<file path="config.mk">
export PLATFORM = sky130hd
export DESIGN_NAME = memory_stage
export DESIGN_NICKNAME = d
export VERILOG_FILES = /design/src/rtl/rv32_pkg.sv /design/src/rtl/load_align.sv /design/src/rtl/memory_stage.sv
export SDC_FILE = /design/constraint.sdc
export NUM_CORES = 1
export LEC_CHECK = 0
export BUFFER_PORTS_ARGS = -buffer_cell sky130_fd_sc_hd__buf_2
export CAP_MARGIN = 20
export CORE_AREA = 2 2 110 218
export CTS_CLUSTER_SIZE = 20
export DETAILED_ROUTE_END_ITERATION = 6
export DIE_AREA = 0 0 112 220
export PLACE_DENSITY = 0.84
export SYNTH_ARGS = -nofsm -noshare
export SYNTH_HDL_FRONTEND = slang
export SYNTH_SLANG_ARGS = --single-unit
</file>
<file path="constraint.sdc">
create_clock -name clk -period 13.7 [get_ports clk]
set_input_delay 2.055 -clock clk [delete_from_list [all_inputs] [get_ports clk]]
set_output_delay 2.055 -clock clk [all_outputs]
set_load 0.01 [all_outputs]
</file>
<file path="src/rtl/rv32_pkg.sv">
// RV32 pipeline packet types shared by the memory stage, plus its access-size helpers.
package rv32_pkg;

    typedef struct packed {
        logic        read_enable;
        logic        write_enable;
        logic [31:0] addr;
        logic [31:0] data;
    } rv32_mem_packet_t;

    typedef struct packed {
        logic [2:0] load_type;
        logic [1:0] store_type;
    } rv32_ex_control_packet_t;

    typedef struct packed {
        logic        valid_opcode;
        logic        dont_forward;
        logic [4:0]  rs1_sel;
        logic [4:0]  rs2_sel;
        logic [4:0]  wb_addr;
        logic [31:0] wb_pc;
        logic [31:0] wb_data;
        logic        wb_enable;
    } rv32_ex2mem_wb_packet_t;

    typedef struct packed {
        logic        valid_opcode;
        logic        dont_forward;
        logic [4:0]  rs1_sel;
        logic [4:0]  rs2_sel;
        logic [4:0]  wb_addr;
        logic [31:0] wb_pc;
        logic [31:0] wb_data;
        logic        wb_enable;
    } rv32_mem2wb_packet_t;

    typedef enum logic [1:0] {IDLE, REQ, WAIT} rv32_mem_state_t;
    typedef enum logic [1:0] {SZ_BYTE, SZ_HALF, SZ_WORD} rv32_access_size_t;

    localparam logic [2:0] LD_B  = 3'd0;
    localparam logic [2:0] LD_H  = 3'd1;
    localparam logic [2:0] LD_W  = 3'd2;
    localparam logic [2:0] LD_BU = 3'd3;
    localparam logic [2:0] LD_HU = 3'd4;

    localparam logic [1:0] ST_B = 2'd0;
    localparam logic [1:0] ST_H = 2'd1;
    localparam logic [1:0] ST_W = 2'd2;

    function automatic rv32_access_size_t load_size(input logic [2:0] lt);
        rv32_access_size_t sz;
        sz = SZ_WORD;
        if (lt == LD_B || lt == LD_BU) sz = SZ_BYTE;
        if (lt == LD_H || lt == LD_HU) sz = SZ_HALF;
        return sz;
    endfunction

    function automatic rv32_access_size_t store_size(input logic [1:0] st);
        rv32_access_size_t sz;
        sz = SZ_WORD;
        if (st == ST_B) sz = SZ_BYTE;
        if (st == ST_H) sz = SZ_HALF;
        return sz;
    endfunction

    function automatic logic is_misaligned(input rv32_access_size_t sz, input logic [1:0] off);
        return ((sz == SZ_HALF) && off[0]) || ((sz == SZ_WORD) && (off != 2'b00));
    endfunction

    function automatic logic [3:0] byte_enable(input rv32_access_size_t sz, input logic [1:0] off);
        logic [3:0] be;
        case (sz)
            SZ_BYTE: be = 4'b0001 << off;
            SZ_HALF: be = 4'b0011 << off;
            default: be = 4'b1111;
        endcase
        return be;
    endfunction

    // Replicate narrow store data across all lanes so the byte enables alone pick the target.
    function automatic logic [31:0] store_lanes(input rv32_access_size_t sz, input logic [31:0] d);
        logic [31:0] w;
        case (sz)
            SZ_BYTE: w = {4{d[7:0]}};
            SZ_HALF: w = {2{d[15:0]}};
            default: w = d;
        endcase
        return w;
    endfunction

    // x0 is never written, whatever the upstream enable says.
    function automatic rv32_mem2wb_packet_t to_mem2wb(input rv32_ex2mem_wb_packet_t wb,
                                                      input logic [31:0] data,
                                                      input logic en);
        rv32_mem2wb_packet_t p;
        p.valid_opcode = wb.valid_opcode;
        p.dont_forward = wb.dont_forward;
        p.rs1_sel      = wb.rs1_sel;
        p.rs2_sel      = wb.rs2_sel;
        p.wb_addr      = wb.wb_addr;
        p.wb_pc        = wb.wb_pc;
        p.wb_data      = data;
        p.wb_enable    = en && (wb.wb_addr != 5'd0);
        return p;
    endfunction

endpackage

</file>
<file path="src/rtl/load_align.sv">
// Load formatter: picks the addressed byte/half of a response word and sign/zero extends it.
// Purely combinational; no state, no backpressure.
module load_align
    import rv32_pkg::*;
(
    input  logic [31:0] rdata,
    input  logic [1:0]  offset,
    input  logic [2:0]  load_type,
    output logic [31:0] data
);

    logic [7:0]  lane_b;
    logic [15:0] lane_h;

    always_comb begin
        lane_b = rdata[{offset, 3'b000} +: 8];
        lane_h = offset[1] ? rdata[31:16] : rdata[15:0];
        case (load_type)
            LD_B:    data = {{24{lane_b[7]}}, lane_b};
            LD_H:    data = {{16{lane_h[15]}}, lane_h};
            LD_BU:   data = {24'd0, lane_b};
            LD_HU:   data = {16'd0, lane_h};
            default: data = rdata;
        endcase
    end

endmodule

</file>
<file path="src/rtl/memory_stage.sv">
// RV32 data-memory stage: non-mem ops retire in 1 cycle, loads in >=3, stores in >=2 (gnt-dependent).
// in_ready is high only in IDLE, so upstream stalls for the whole life of a bus transaction.
module memory_stage
    import rv32_pkg::*;
#(
    parameter int ADDR_WIDTH     = 32,
    parameter int TIMEOUT_CYCLES = 255
) (
    input  logic                    clk,
    input  logic                    rst,
    input  logic                    in_valid,
    output logic                    in_ready,
    input  rv32_mem_packet_t        mem_packet,
    input  rv32_ex_control_packet_t ex_control_packet,
    input  rv32_ex2mem_wb_packet_t  wb_packet,
    output logic                    dmem_req,
    output logic                    dmem_we,
    output logic [ADDR_WIDTH-1:0]   dmem_addr,
    output logic [3:0]              dmem_be,
    output logic [31:0]             dmem_wdata,
    input  logic                    dmem_gnt,
    input  logic                    dmem_rvalid,
    input  logic [31:0]             dmem_rdata,
    output logic                    out_valid,
    output rv32_mem2wb_packet_t     mem2wb_packet,
    output logic                    misalign_err,
    output logic                    timeout_err
);

    localparam logic [15:0] TIMEOUT_LIMIT = 16'(TIMEOUT_CYCLES);

    rv32_mem_state_t        state_q, state_d;
    logic [15:0]            wait_cnt_q;
    logic                   req_we_q;
    logic [ADDR_WIDTH-1:0]  req_addr_q;
    logic [3:0]             req_be_q;
    logic [31:0]            req_wdata_q;
    logic [1:0]             lane_q;
    logic [2:0]             load_type_q;
    rv32_ex2mem_wb_packet_t wb_q;
    logic                   out_valid_q;
    rv32_mem2wb_packet_t    mem2wb_q;
    logic                   misalign_q;
    logic                   timeout_q;

    logic                   accept;
    logic                   is_store;
    logic                   is_mem;
    rv32_access_size_t      acc_size;
    logic                   acc_misaligned;
    logic                   start_req;
    logic                   wait_expired;
    logic [31:0]            load_data;

    assign accept         = in_valid && in_ready;
    assign is_store       = mem_packet.write_enable;
    assign is_mem         = mem_packet.read_enable || mem_packet.write_enable;
    assign acc_size       = is_store ? store_size(ex_control_packet.store_type)
                                     : load_size(ex_control_packet.load_type);
    assign acc_misaligned = is_misaligned(acc_size, mem_packet.addr[1:0]);
    assign start_req      = accept && is_mem && !acc_misaligned;
    assign wait_expired   = (state_q == WAIT) && !dmem_rvalid
                            && ((wait_cnt_q + 16'd1) == TIMEOUT_LIMIT);

    load_align u_load_align (
        .rdata     (dmem_rdata),
        .offset    (lane_q),
        .load_type (load_type_q),
        .data      (load_data)
    );

    always_ff @(posedge clk or posedge rst) begin
        if (rst) state_q <= IDLE;
        else     state_q <= state_d;
    end

    always_comb begin
        state_d = state_q;
        case (state_q)
            IDLE:    if (start_req) state_d = REQ;
            REQ:     if (dmem_gnt) state_d = req_we_q ? IDLE : WAIT;
            WAIT:    if (dmem_rvalid || wait_expired) state_d = IDLE;
            default: state_d = IDLE;
        endcase
    end

    always_comb begin
        in_ready = (state_q == IDLE) && !rst;
        dmem_req = (state_q == REQ);
    end

    // Request fields are captured once at accept and held until the bus grants them.
    always_ff @(posedge clk or posedge rst) begin
        if (rst) begin
            wait_cnt_q  <= '0;
            req_we_q    <= 1'b0;
            req_addr_q  <= '0;
            req_be_q    <= '0;
            req_wdata_q <= '0;
            lane_q      <= '0;
            load_type_q <= '0;
            wb_q        <= '0;
            out_valid_q <= 1'b0;
            mem2wb_q    <= '0;
            misalign_q  <= 1'b0;
            timeout_q   <= 1'b0;
        end else begin
            out_valid_q <= 1'b0;
            misalign_q  <= 1'b0;
            timeout_q   <= 1'b0;

            if (start_req) begin
                req_we_q    <= is_store;
                req_addr_q  <= {mem_packet.addr[ADDR_WIDTH-1:2], 2'b00};
                req_be_q    <= byte_enable(acc_size, mem_packet.addr[1:0]);
                req_wdata_q <= is_store ? store_lanes(acc_size, mem_packet.data) : 32'd0;
                lane_q      <= mem_packet.addr[1:0];
                load_type_q <= ex_control_packet.load_type;
                wb_q        <= wb_packet;
            end

            if (accept && !is_mem) begin
                out_valid_q <= 1'b1;
                mem2wb_q    <= to_mem2wb(wb_packet, wb_packet.wb_data, wb_packet.wb_enable);
            end

            if (accept && is_mem && acc_misaligned) begin
                out_valid_q <= 1'b1;
                misalign_q  <= 1'b1;
                mem2wb_q    <= to_mem2wb(wb_packet, wb_packet.wb_data, 1'b0);
            end

            if ((state_q == REQ) && dmem_gnt) begin
                wait_cnt_q <= '0;
                if (req_we_q) begin
                    out_valid_q <= 1'b1;
                    mem2wb_q    <= to_mem2wb(wb_q, wb_q.wb_data, 1'b0);
                end
            end

            if (state_q == WAIT) begin
                if (dmem_rvalid) begin
                    out_valid_q <= 1'b1;
                    mem2wb_q    <= to_mem2wb(wb_q, load_data, wb_q.wb_enable);
                end else if (wait_expired) begin
                    out_valid_q <= 1'b1;
                    timeout_q   <= 1'b1;
                    mem2wb_q    <= to_mem2wb(wb_q, wb_q.wb_data, 1'b0);
                end else begin
                    wait_cnt_q <= wait_cnt_q + 16'd1;
                end
            end
        end
    end

    assign dmem_we       = req_we_q;
    assign dmem_addr     = req_addr_q;
    assign dmem_be       = req_be_q;
    assign dmem_wdata    = req_wdata_q;
    assign out_valid     = out_valid_q;
    assign mem2wb_packet = mem2wb_q;
    assign misalign_err  = misalign_q;
    assign timeout_err   = timeout_q;

endmodule

</file>
==> results.sh <==
export IMPL_tns_ps=0
export IMPL_synth_top_area_share_pct=50.1
export IMPL_hold_end="dmem_wdata[11]$_DFFE_PP0P_"
export IMPL_worst_clock_skew_ps=11.9
export IMPL_antenna_left=0
export IMPL_cts_sinks=257
export IMPL_path_max_fanout=43
export IMPL_post_cts_buffers=0
export IMPL_multi_input_comb_area_sq_mm=0.00590
export IMPL_synth_area_leader_cell="dfrtp_1"
export IMPL_initial_utilization_pct=55.5
export IMPL_clock_latency_ps=530
export IMPL_ioPinCount=346
export IMPL_die_w_um=112
export IMPL_clk_pin_slew_ps=70
export IMPL_worstPathArrival_ps=6110
export IMPL_ctsHtreeMaxLevel=1
export IMPL_grt_pass1_vias=10765
export IMPL_regArea_sq_mm=0.00643
export IMPL_hold_ws_ps=473
export IMPL_routedWlPerCell_um=22.0
export IMPL_synth_edff_count=0
export IMPL_fill_cells=1782
export IMPL_antenna_found_initial=8
export IMPL_grt_overflow=0
export IMPL_holdPathStages=2
export IMPL_postCtsHoldBufs=0
export IMPL_timing_rr_end="mem2wb_packet[65]$_DFF_PP0_"
export IMPL_clk_path_buf_depth=3
export IMPL_die_y_um=220
export IMPL_grt_usage_pct=29.6
export IMPL_synthCells=1119
export IMPL_crit_required_ps=14120
export IMPL_post_route_util_pct=67.3
export IMPL_syn2layout_area_growth_pct=21.1
export IMPL_cts_tree="yes"
export IMPL_rows=79
export IMPL_power_density_mw_per_mm2=192
export IMPL_cp_end_kind="flop"
export IMPL_fmax_mhz=176
export IMPL_nNetsFinal=1613
export IMPL_grt_max_degree=117
export IMPL_violations="DRC"
export IMPL_hold_class="reg2reg"
export IMPL_reg2regPathDepth=7
export IMPL_dieArea_sq_mm=0.0246
export IMPL_yosys_top_cells_area="dfrtp_1 50%, mux2_2 14%, mux2_4 4.3%"
export IMPL_drive_gt1_share_pct=43.2
export IMPL_drv_slew=0
export IMPL_synth_seq_cells=257
export IMPL_vias=10641
export IMPL_slew_headroom_pct=26.5
export IMPL_cts_buffers=24
export IMPL_vias_per_cell=6.15
export IMPL_portBuffers=343
export IMPL_vdd_ir_drop_max_uv=175
export IMPL_wirelength_um=38000
export IMPL_worstReg2RegStart="state_q[0]$_DFFE_PP0P_"
export IMPL_path_class="in2reg"
export IMPL_synth_most_common_cell="dfrtp_1"
export IMPL_synth_distinct_cells=68
export IMPL_synth_common_cells="257 x dfrtp_1, 163 x mux2_2, 144 x nand2_1, 57 x o21ai_0"
export IMPL_synth_area_sq_mm=0.0128
export IMPL_dr_pass1_iters=7
export IMPL_p_leak_nw=7.40
export IMPL_tightest_slew_ps=1100
export IMPL_hpwlAfterDp_um=26100
export IMPL_post_cts_resized=0
export IMPL_place_congestion=0.930
export IMPL_period_share_pct=41.6
export IMPL_fin_crit_ps=5700
export IMPL_ys_seq_area_share_pct=50.1
export IMPL_drc=2
export IMPL_syn_area_per_cell_sq_um=11.5
export IMPL_worstHoldStart="dmem_wdata[11]$_DFFE_PP0P_"
export IMPL_hold_violations=0
export IMPL_grt_first_pass_wirelength_um=57900
export IMPL_cap_violations=0
export IMPL_drtIter0Drc=1035
export IMPL_run_status="finished with violations"
export IMPL_async_reset_ff_share_pct=100
export IMPL_reg2reg_slack_ps=9400
export IMPL_synth_ff_type="dfrtp_1"
export IMPL_yosys_warnings=0
export IMPL_setup_viol=0
export IMPL_rsz0062_at_grt="no"
export IMPL_root_buffer="clkbuf_16"
export IMPL_core_area_sq_mm=0.0231
export IMPL_crit_path_start_kind="input pin"
power by group:
part	leakage, nW	switching (W)	total, W	internal [W]
Sequential	3.16	0.000189	0.00123	0.00104
Clock	0.436	0.000304	0.000750	0.000446
Combinational	3.80	0.000496	0.00100	0.000506
Total	7.40	0.000989	0.00298	0.00199
cell usage in the layout, fill, tap and decap left out, types with 5 or more instances in the layout:
cell,Yosys,final
a221oi_1,7,7
mux2_4,37,37
mux2_2,163,163
a221o_1,28,28
bufinv_16,0,5
o211ai_1,33,33
nor2_1,28,28
dfrtp_1,257,257
buf_4,6,16
a31oi_1,11,11
a31o_2,7,7
diode_2,0,8
buf_2,23,343
clkinv_2,0,5
o221ai_1,16,16
nand3_1,10,10
a21oi_1,38,38
o21ai_0,57,57
a211o_1,5,5
o31ai_1,25,25
clkbuf_16,0,25
and2_1,6,6
nand2_1,144,144
mux2i_1,47,47
nor3_1,11,10
inv_1,24,23
and3_1,9,9
metal layers:
metal / routed length [um] / vias to the layer above / GRT usage [%]
met5: 16 / - / 0
met4: 2180 / 2 / 17.0
met3: 2510 / 142 / 5.12
met2: 19800 / 548 / 51.6
met1: 13500 / 5247 / 34.3
li1: - / 4702 / -
registers in the layout (all words and copies together), names as in the netlist:
| signal | cells |
|---|---|
| mem2wb_packet | 82 |
| wait_cnt_q | 16 |
| load_type_q | 3 |
| state_q | 2 |
| out_valid | 1 |
| misalign_err | 1 |
| lane_q | 2 |
| dmem_wdata | 32 |
| wb_q | 82 |
| dmem_be | 4 |
| dmem_addr | 30 |
| timeout_err | 1 |
| dmem_we | 1 |
worst max-delay path, cell delays in order:
cell and delay [ps]:
buf_2 480, o211ai_1 450, a211oi_4 970, or2_4 780
buf_4 680, mux2_4 350, mux2_2 270
worst max-delay path by stage:
stage	start	end	slack, ps
finish	mem_packet[64]	mem2wb_packet[65]$_DFF_PP0_	8000
global route	mem_packet[64]	mem2wb_packet[65]$_DFF_PP0_	7850
CTS	mem_packet[64]	mem2wb_packet[65]$_DFF_PP0_	8080
detailed placement	mem_packet[64]	mem2wb_packet[72]$_DFF_PP0_	7530
global placement	mem_packet[64]	mem2wb_packet[61]$_DFF_PP0_	7600
floorplan	rst	dmem_addr[10]$_DFFE_PP0P_	4570
cells by family after synthesis:
kind of cell,Yosys count,synth area share [%]
other,1,0.0292
buffers and inverters,111,4.11
muxes,247,22.3
adders and majority gates,2,0.195
AOI/OAI and AO/OA,255,14.4
xor gates and xnor gates,7,0.477
DFF,257,50.1
and+or+nand+nor,239,8.41
stage by stage:
stage	setup WS, ps	std cells	instance area (sq um)	power (W)
after detailed placement	7530	1677	14600	0.00222
after global placement	7600	1676	14600	0.00217
after floorplan	4570	1120	12800	0.00183
final	8000	1730	15600	0.00298
after CTS	8080	1721	15500	0.00298
after global routing	7850	1728	15600	0.00313
final cells by class:
cell class                      instances  area share (%)
Antenna cell                            8           0.129
Clock buffer                           30            4.33
Clock inverter                         14            1.34
Inverter                               26           0.676
Multi-Input combinational cell        752            37.9
Sequential cell                       257            41.3
Tap cell                              283            2.28
Timing Repair Buffer                  360            12.0
Note: power is estimated with default switching activity, not from simulation.
